<file path="config.mk">
export PLATFORM = sky130hd
export DESIGN_NAME = timer_display
export DESIGN_NICKNAME = d
export VERILOG_FILES = /design/src/rtl/timer_pkg.sv /design/src/rtl/seg7_decode.sv /design/src/rtl/timer_display.sv
export SDC_FILE = /design/constraint.sdc
export NUM_CORES = 1
export LEC_CHECK = 0
export CORE_MARGIN = 3
export CORE_UTILIZATION = 55
export DETAILED_ROUTE_END_ITERATION = 12
export MAX_ROUTING_LAYER = met4
export PLACE_DENSITY = 0.86
export SETUP_SLACK_MARGIN = 0.02
export SYNTH_ARGS = -nofsm -noshare
export SYNTH_HDL_FRONTEND = slang
export SYNTH_SLANG_ARGS = --single-unit
</file>
<file path="constraint.sdc">
create_clock -name clk -period 7.6 [get_ports clk]
set_input_delay 1.14 -clock clk [delete_from_list [all_inputs] [get_ports clk]]
set_output_delay 1.14 -clock clk [all_outputs]
set_load 0.03 [all_outputs]
</file>
<file path="src/rtl/timer_pkg.sv">
// Shared types and constants for the timer display path: FSM states,
// saturation limit, display constants and the active-low segment table.
package timer_pkg;

  typedef enum logic [1:0] {
    IDLE = 2'd0,
    CONV = 2'd1,
    DONE = 2'd2
  } state_t;

  localparam logic [15:0] BCD_MAX   = 16'd9999;
  localparam logic [6:0]  SEG_BLANK = 7'b1111111;
  localparam logic [3:0]  AN_OFF    = 4'b1111;

  // Segment order is {g,f,e,d,c,b,a}; a 0 lights the segment.
  localparam logic [6:0] SEG_0 = 7'b1000000;
  localparam logic [6:0] SEG_1 = 7'b1111001;
  localparam logic [6:0] SEG_2 = 7'b0100100;
  localparam logic [6:0] SEG_3 = 7'b0110000;
  localparam logic [6:0] SEG_4 = 7'b0011001;
  localparam logic [6:0] SEG_5 = 7'b0010010;
  localparam logic [6:0] SEG_6 = 7'b0000010;
  localparam logic [6:0] SEG_7 = 7'b1111000;
  localparam logic [6:0] SEG_8 = 7'b0000000;
  localparam logic [6:0] SEG_9 = 7'b0010000;

  // Double-dabble correction: bias every nibble that is 5 or more by 3
  // so the following left shift carries correctly into the next digit.
  function automatic logic [19:0] add3(input logic [19:0] bcd);
    logic [19:0] r;
    r = bcd;
    for (int i = 0; i < 5; i++) begin
      if (bcd[i*4 +: 4] >= 4'd5) r[i*4 +: 4] = bcd[i*4 +: 4] + 4'd3;
    end
    return r;
  endfunction

endpackage

</file>
<file path="src/rtl/seg7_decode.sv">
// Combinational BCD nibble to active-low 7-segment decoder.
module seg7_decode
  import timer_pkg::*;
(
  input  logic [3:0] nibble,
  output logic [6:0] seg
);

  always_comb begin
    // NOTE: a default on every path of a combinational block prevents an inferred latch.
    seg = SEG_BLANK;
    case (nibble)
      4'd0: seg = SEG_0;
      4'd1: seg = SEG_1;
      4'd2: seg = SEG_2;
      4'd3: seg = SEG_3;
      4'd4: seg = SEG_4;
      4'd5: seg = SEG_5;
      4'd6: seg = SEG_6;
      4'd7: seg = SEG_7;
      4'd8: seg = SEG_8;
      4'd9: seg = SEG_9;
      default: seg = SEG_BLANK;
    endcase
  end

endmodule

</file>
<file path="src/rtl/timer_display.sv">
// Binary-to-BCD conversion of the timer count and multiplexed drive of a
// 4-digit common-anode display with leading-zero blanking and expiry dp.
module timer_display
  import timer_pkg::*;
#(
  parameter int unsigned       SCAN_W   = 16,
  parameter logic [SCAN_W-1:0] SCAN_DIV = 16'd50000,
  parameter logic              BLANK_LZ = 1'b1
) (
  input  logic        clk,
  input  logic        rst,
  input  logic [15:0] count_in,
  input  logic        T,
  output logic [3:0]  an,
  output logic [6:0]  seg,
  output logic        dp,
  output logic        busy,
  output logic        ovf
);

  localparam logic [SCAN_W-1:0] SCAN_LAST = SCAN_DIV - 1'b1;

  state_t      state_q, state_d;
  logic        start, step, finish;
  logic [15:0] snapshot;
  logic        snap_valid;
  logic [15:0] bin;
  logic [19:0] bcd;
  logic [3:0]  iter;
  logic [15:0] disp;

  logic [SCAN_W-1:0] scan_cnt;
  logic [1:0]        scan_idx;

  always_comb begin
    state_d = state_q;
    start   = 1'b0;
    step    = 1'b0;
    finish  = 1'b0;
    case (state_q)
      IDLE: begin
        if (!snap_valid || (count_in != snapshot)) begin
          start   = 1'b1;
          state_d = CONV;
        end
      end
      CONV: begin
        step = 1'b1;
        if (iter == 4'd15) state_d = DONE;
      end
      DONE: begin
        finish  = 1'b1;
        state_d = IDLE;
      end
      default: state_d = IDLE;
    endcase
  end

  always_ff @(posedge clk or posedge rst) begin
    if (rst) state_q <= IDLE;
    else     state_q <= state_d;
  end

  // Conversion datapath; disp only changes on the DONE cycle, so the
  // display never sees a partially converted value.
  always_ff @(posedge clk or posedge rst) begin
    if (rst) begin
      // NOTE: sequential state is written with <= so every register samples pre-edge values.
      snapshot   <= '0;
      snap_valid <= 1'b0;
      bin        <= '0;
      bcd        <= '0;
      iter       <= '0;
      disp       <= '0;
      busy       <= 1'b0;
      ovf        <= 1'b0;
    end else begin
      if (start) begin
        snapshot <= count_in;
        bin      <= count_in;
        bcd      <= '0;
        iter     <= '0;
        busy     <= 1'b1;
      end
      if (step) begin
        {bcd, bin} <= {add3(bcd), bin} << 1;
        iter       <= iter + 4'd1;
      end
      if (finish) begin
        if ((bcd[19:16] != 4'd0) || (snapshot > BCD_MAX)) begin
          disp <= 16'h9999;
          ovf  <= 1'b1;
        end else begin
          disp <= bcd[15:0];
          ovf  <= 1'b0;
        end
        snap_valid <= 1'b1;
        busy       <= 1'b0;
      end
    end
  end

  always_ff @(posedge clk or posedge rst) begin
    if (rst) begin
      scan_cnt <= '0;
      scan_idx <= '0;
    end else if (scan_cnt == SCAN_LAST) begin
      scan_cnt <= '0;
      scan_idx <= scan_idx + 2'd1;
    end else begin
      scan_cnt <= scan_cnt + 1'b1;
    end
  end

  logic [3:0] nibble;
  logic [6:0] seg_raw;
  logic [3:0] lead_zero;
  logic       blank;
  logic [3:0] an_d;
  logic [6:0] seg_d;
  logic       dp_d;

  seg7_decode u_decode (
    .nibble (nibble),
    .seg    (seg_raw)
  );

  // lead_zero[i]: digit i and every higher digit are zero.
  always_comb begin
    nibble       = disp[scan_idx*4 +: 4];
    lead_zero[3] = (disp[15:12] == 4'd0);
    lead_zero[2] = lead_zero[3] && (disp[11:8] == 4'd0);
    lead_zero[1] = lead_zero[2] && (disp[7:4] == 4'd0);
    lead_zero[0] = 1'b0;
    blank        = BLANK_LZ && lead_zero[scan_idx];
    an_d         = ~(4'b0001 << scan_idx);
    seg_d        = blank ? SEG_BLANK : seg_raw;
    dp_d         = !(((scan_idx == 2'd0) && T) || ((scan_idx == 2'd3) && ovf));
  end

  always_ff @(posedge clk or posedge rst) begin
    if (rst) begin
      an  <= AN_OFF;
      seg <= SEG_BLANK;
      dp  <= 1'b1;
    end else begin
      an  <= an_d;
      seg <= seg_d;
      dp  <= dp_d;
    end
  end

endmodule

</file>
==> results.toml <==
[run_status]
status = "finished clean"

[place]
gp_congestion = 0.852
hpwl_mm = 6.93
place_area_um2 = 5680
dp_cells = 613
numPortBuffers = 32

[die]
die_x_um = 104
row_count = 35
io_pins = 33
dieArea_um2 = 10800
dieHeight_um = 104
core_area_um2 = 9280
initial_core_util = 0.566

[cells_and_area]
antenna_cells = 0
nets = 536
fill_cells = 715
drive_gt1_frac = 0.166
final_area_um2 = 5890
area_growth_pct = 12.0
stdcell_count = 628
fin_util = 0.635

[yosys]
ys_async_sr_fraction = 1.00
ys_types = 45
post-synth-top-area-cell = "dfrtp_1"
ys_ff_latch = 107
yosysSeqAreaShare = 0.512
avgSynthCellArea_um2 = 11.3
synthFlopType = "dfrtp_1"
yosysWarningCount = 0
synth_area_leaders = "dfrtp_1, mux2_2, dfstp_2"
syn_area_um2 = 5260
synth_top_cell_area_share = 0.452
syn_nets = 506
synth_edf_count = 0
synthCells = 465

[grt]
antenna_found_initial = 0
grt_pass1_vias = 3655
grt_max_degree = 80
overflow = 0
grt_usage = 0.198
grt_pass1_wl_mm = 17.1

[pwr]
seq_power_share = 0.445
pwr-share-comb = 0.375
internal-power_mw = 1.35
ir_worst_vdd_mv = 0.188
p_switching_mw = 0.695
clkPwrFrac = 0.180
leakagePower_nw = 2.61
power.density_nw_per_um2 = 346
p_total_mw = 2.04
switching_share = 0.341

[sta]
hold_violations = 0
tightest_slew_ps = 1170
setup_viol = 0
setup_tns_ps = 0
period_minus_slack_ps = 3460
max_freq_ghz = 0.289
finalCritPeriodShare = 0.455
rsz0062_at_grt = "false"
slew-limit-headroom = 0.220
fin_worst_skew_ps = 11.0
drv_slew = 0

[routing]
routedWlPerCell_um = 15.4
first_pass_iters = 5
via_per_inst = 5.55
vias = 3485
first_iter_violations = 157
ant_nets = 0
drcViolationCount = 0
routed_wl_mm = 9.69

[setup_path]
crit_path_max_incr_delay_ps = 570
end_kind = "flop"
path_cells = "clkdlybuf4s50_1, xnor2_1, nand2_1, or4_4, o31ai_4, buf_4, mux2_2"
critPathLaunchType = "input pin"
slowest_stage = "or4_4"
cp_max_fo = 35
crit_type = "input pin to flop"
worst_ep_required_time_ps = 7850
arrival_ps = 3710

[min_path]
min_path_type = "flop to flop"

[flow_run]
maxCapViolCount = 0

[cts]
clockBufferDepth = 2
cts_root_buf = "clkbuf_8"
clk_pin_slew_worst_paths_ps = 90
cts_buffers = 9
cts_sinks = 107
postCtsSetupBuffers = 0
clkLatencyLatePin_ps = 360
cts_tree = "built"
cts_htree_levels = 3
hold_buffers = 0
cts-resized-gates = 0
flip-flops by register name (all words and copies together) (netlist names):
register	count
snap_valid	1
scan_cnt	16
busy	1
scan_idx	2
state_q	2
seg	7
bin	16
snapshot	16
an	4
iter	4
bcd	20
dp	1
ovf	1
disp	16
Yosys cell counts (4+ instances only):
master / instances
inv_1: 26
dfrtp_1: 95
nand3_1: 12
a21o_1: 4
nor2b_1: 4
nand2b_1: 7
a21oi_1: 17
nor3b_1: 5
ha_1: 22
o2bb2ai_1: 7
buf_2: 4
nand4_1: 5
xnor2_1: 18
o22a_1: 4
a22o_1: 18
a21bo_2: 4
nor3_1: 5
o21ai_0: 26
dfstp_2: 12
clkbuf_1: 8
nand2_1: 37
xor2_1: 15
nor4_1: 4
nor2_1: 30
mux2_2: 45
and3_1: 5
cells in the final DEF (no fill, tap or decap), types with 2 or more instances in the layout:
master,count
o22a_1,4
o21ai_0,26
nor2_1,30
clkbuf_8,10
nand2_1,37
xnor2_1,18
clkdlybuf4s50_1,32
nand2b_1,7
nand3_1,12
buf_4,3
dfstp_2,12
and3_1,5
a21o_1,4
inv_1,25
a21oi_1,17
nor4_1,4
bufinv_16,2
mux2i_1,3
o31ai_1,2
o2bb2ai_1,7
ha_1,22
a21bo_2,4
nand4_1,5
nor3_1,5
nor2b_1,4
and4_1,2
xor2_1,15
mux2_2,45
mux4_2,3
nor3b_1,5
dfrtp_1,95
clkbuf_1,3
a22o_1,18
logic make-up after synthesis:
group	Yosys count	share of synthesized area
AO/OA/AOI/OAI	88	0.117
XOR/XNOR	33	0.0550
adder cells (fa/ha/maj)	22	0.0523
buffers and inverters	42	0.0345
flip-flops	107	0.512
multiplexers	52	0.117
AND/OR/NAND/NOR	121	0.112
worst paths after layout:
check                                  start     endpoint  slack [ps]  cells after the start
worst min register to register    snap_valid   snap_valid         490                      1
worst max register to register  snapshot[15]      bin[12]        4990                      6
min in group asynchronous                rst  scan_cnt[5]        1100                      2
worst min-delay path              snap_valid   snap_valid         490                      1
worst max-delay path            count_in[15]      bin[12]        4140                      7
max in group asynchronous                rst  scan_idx[0]        5230                      3
final cells by class:
| type | count | area, um^2 | area share |
|---|---|---|---|
| multi-input combinational | 316 | 2380 | 0.405 |
| clock buffer | 13 | 149 | 0.0253 |
| clock inverter | 2 | 60.1 | 0.0102 |
| tap | 129 | 161 | 0.0274 |
| sequential | 107 | 2690 | 0.457 |
| inverter | 26 | 100 | 0.0170 |
| timing repair buffer | 35 | 343 | 0.0582 |
power by group through the flow:
stage	clock, mW	sequential (mW)	combinational [mW]
CTS	0.376	0.907	0.773
finish	0.368	0.908	0.765
global placement	0	0.906	0.731
detailed placement	0	0.918	0.767
global route	0.399	0.939	0.858
floorplan	0	0.899	0.596
per-layer routing:
layer	global-route usage	wire length [um]	vias up
met5	-	0	-
met4	0.0541	150	0
met3	0.0343	311	15
met2	0.343	5010	68
met1	0.243	4220	1712
li1	-	-	1690
critical path: cells and delay by family:
kind                   cells  cell delay, ps
buffers and inverters      2             960
AND/OR/NAND/NOR            2             680
multiplexers               1             390
AO/OA/AOI/OAI              1             380
XOR/XNOR                   1             140
through the flow:
stage / setup slack, ps / hold slack (ps)
floorplan: 3660 / 427
global placement: 3880 / 454
detailed placement: 3790 / 464
CTS: 4160 / 488
global route: 4050 / 508
finish: 4140 / 485
Power figures use the tool's default switching activity.
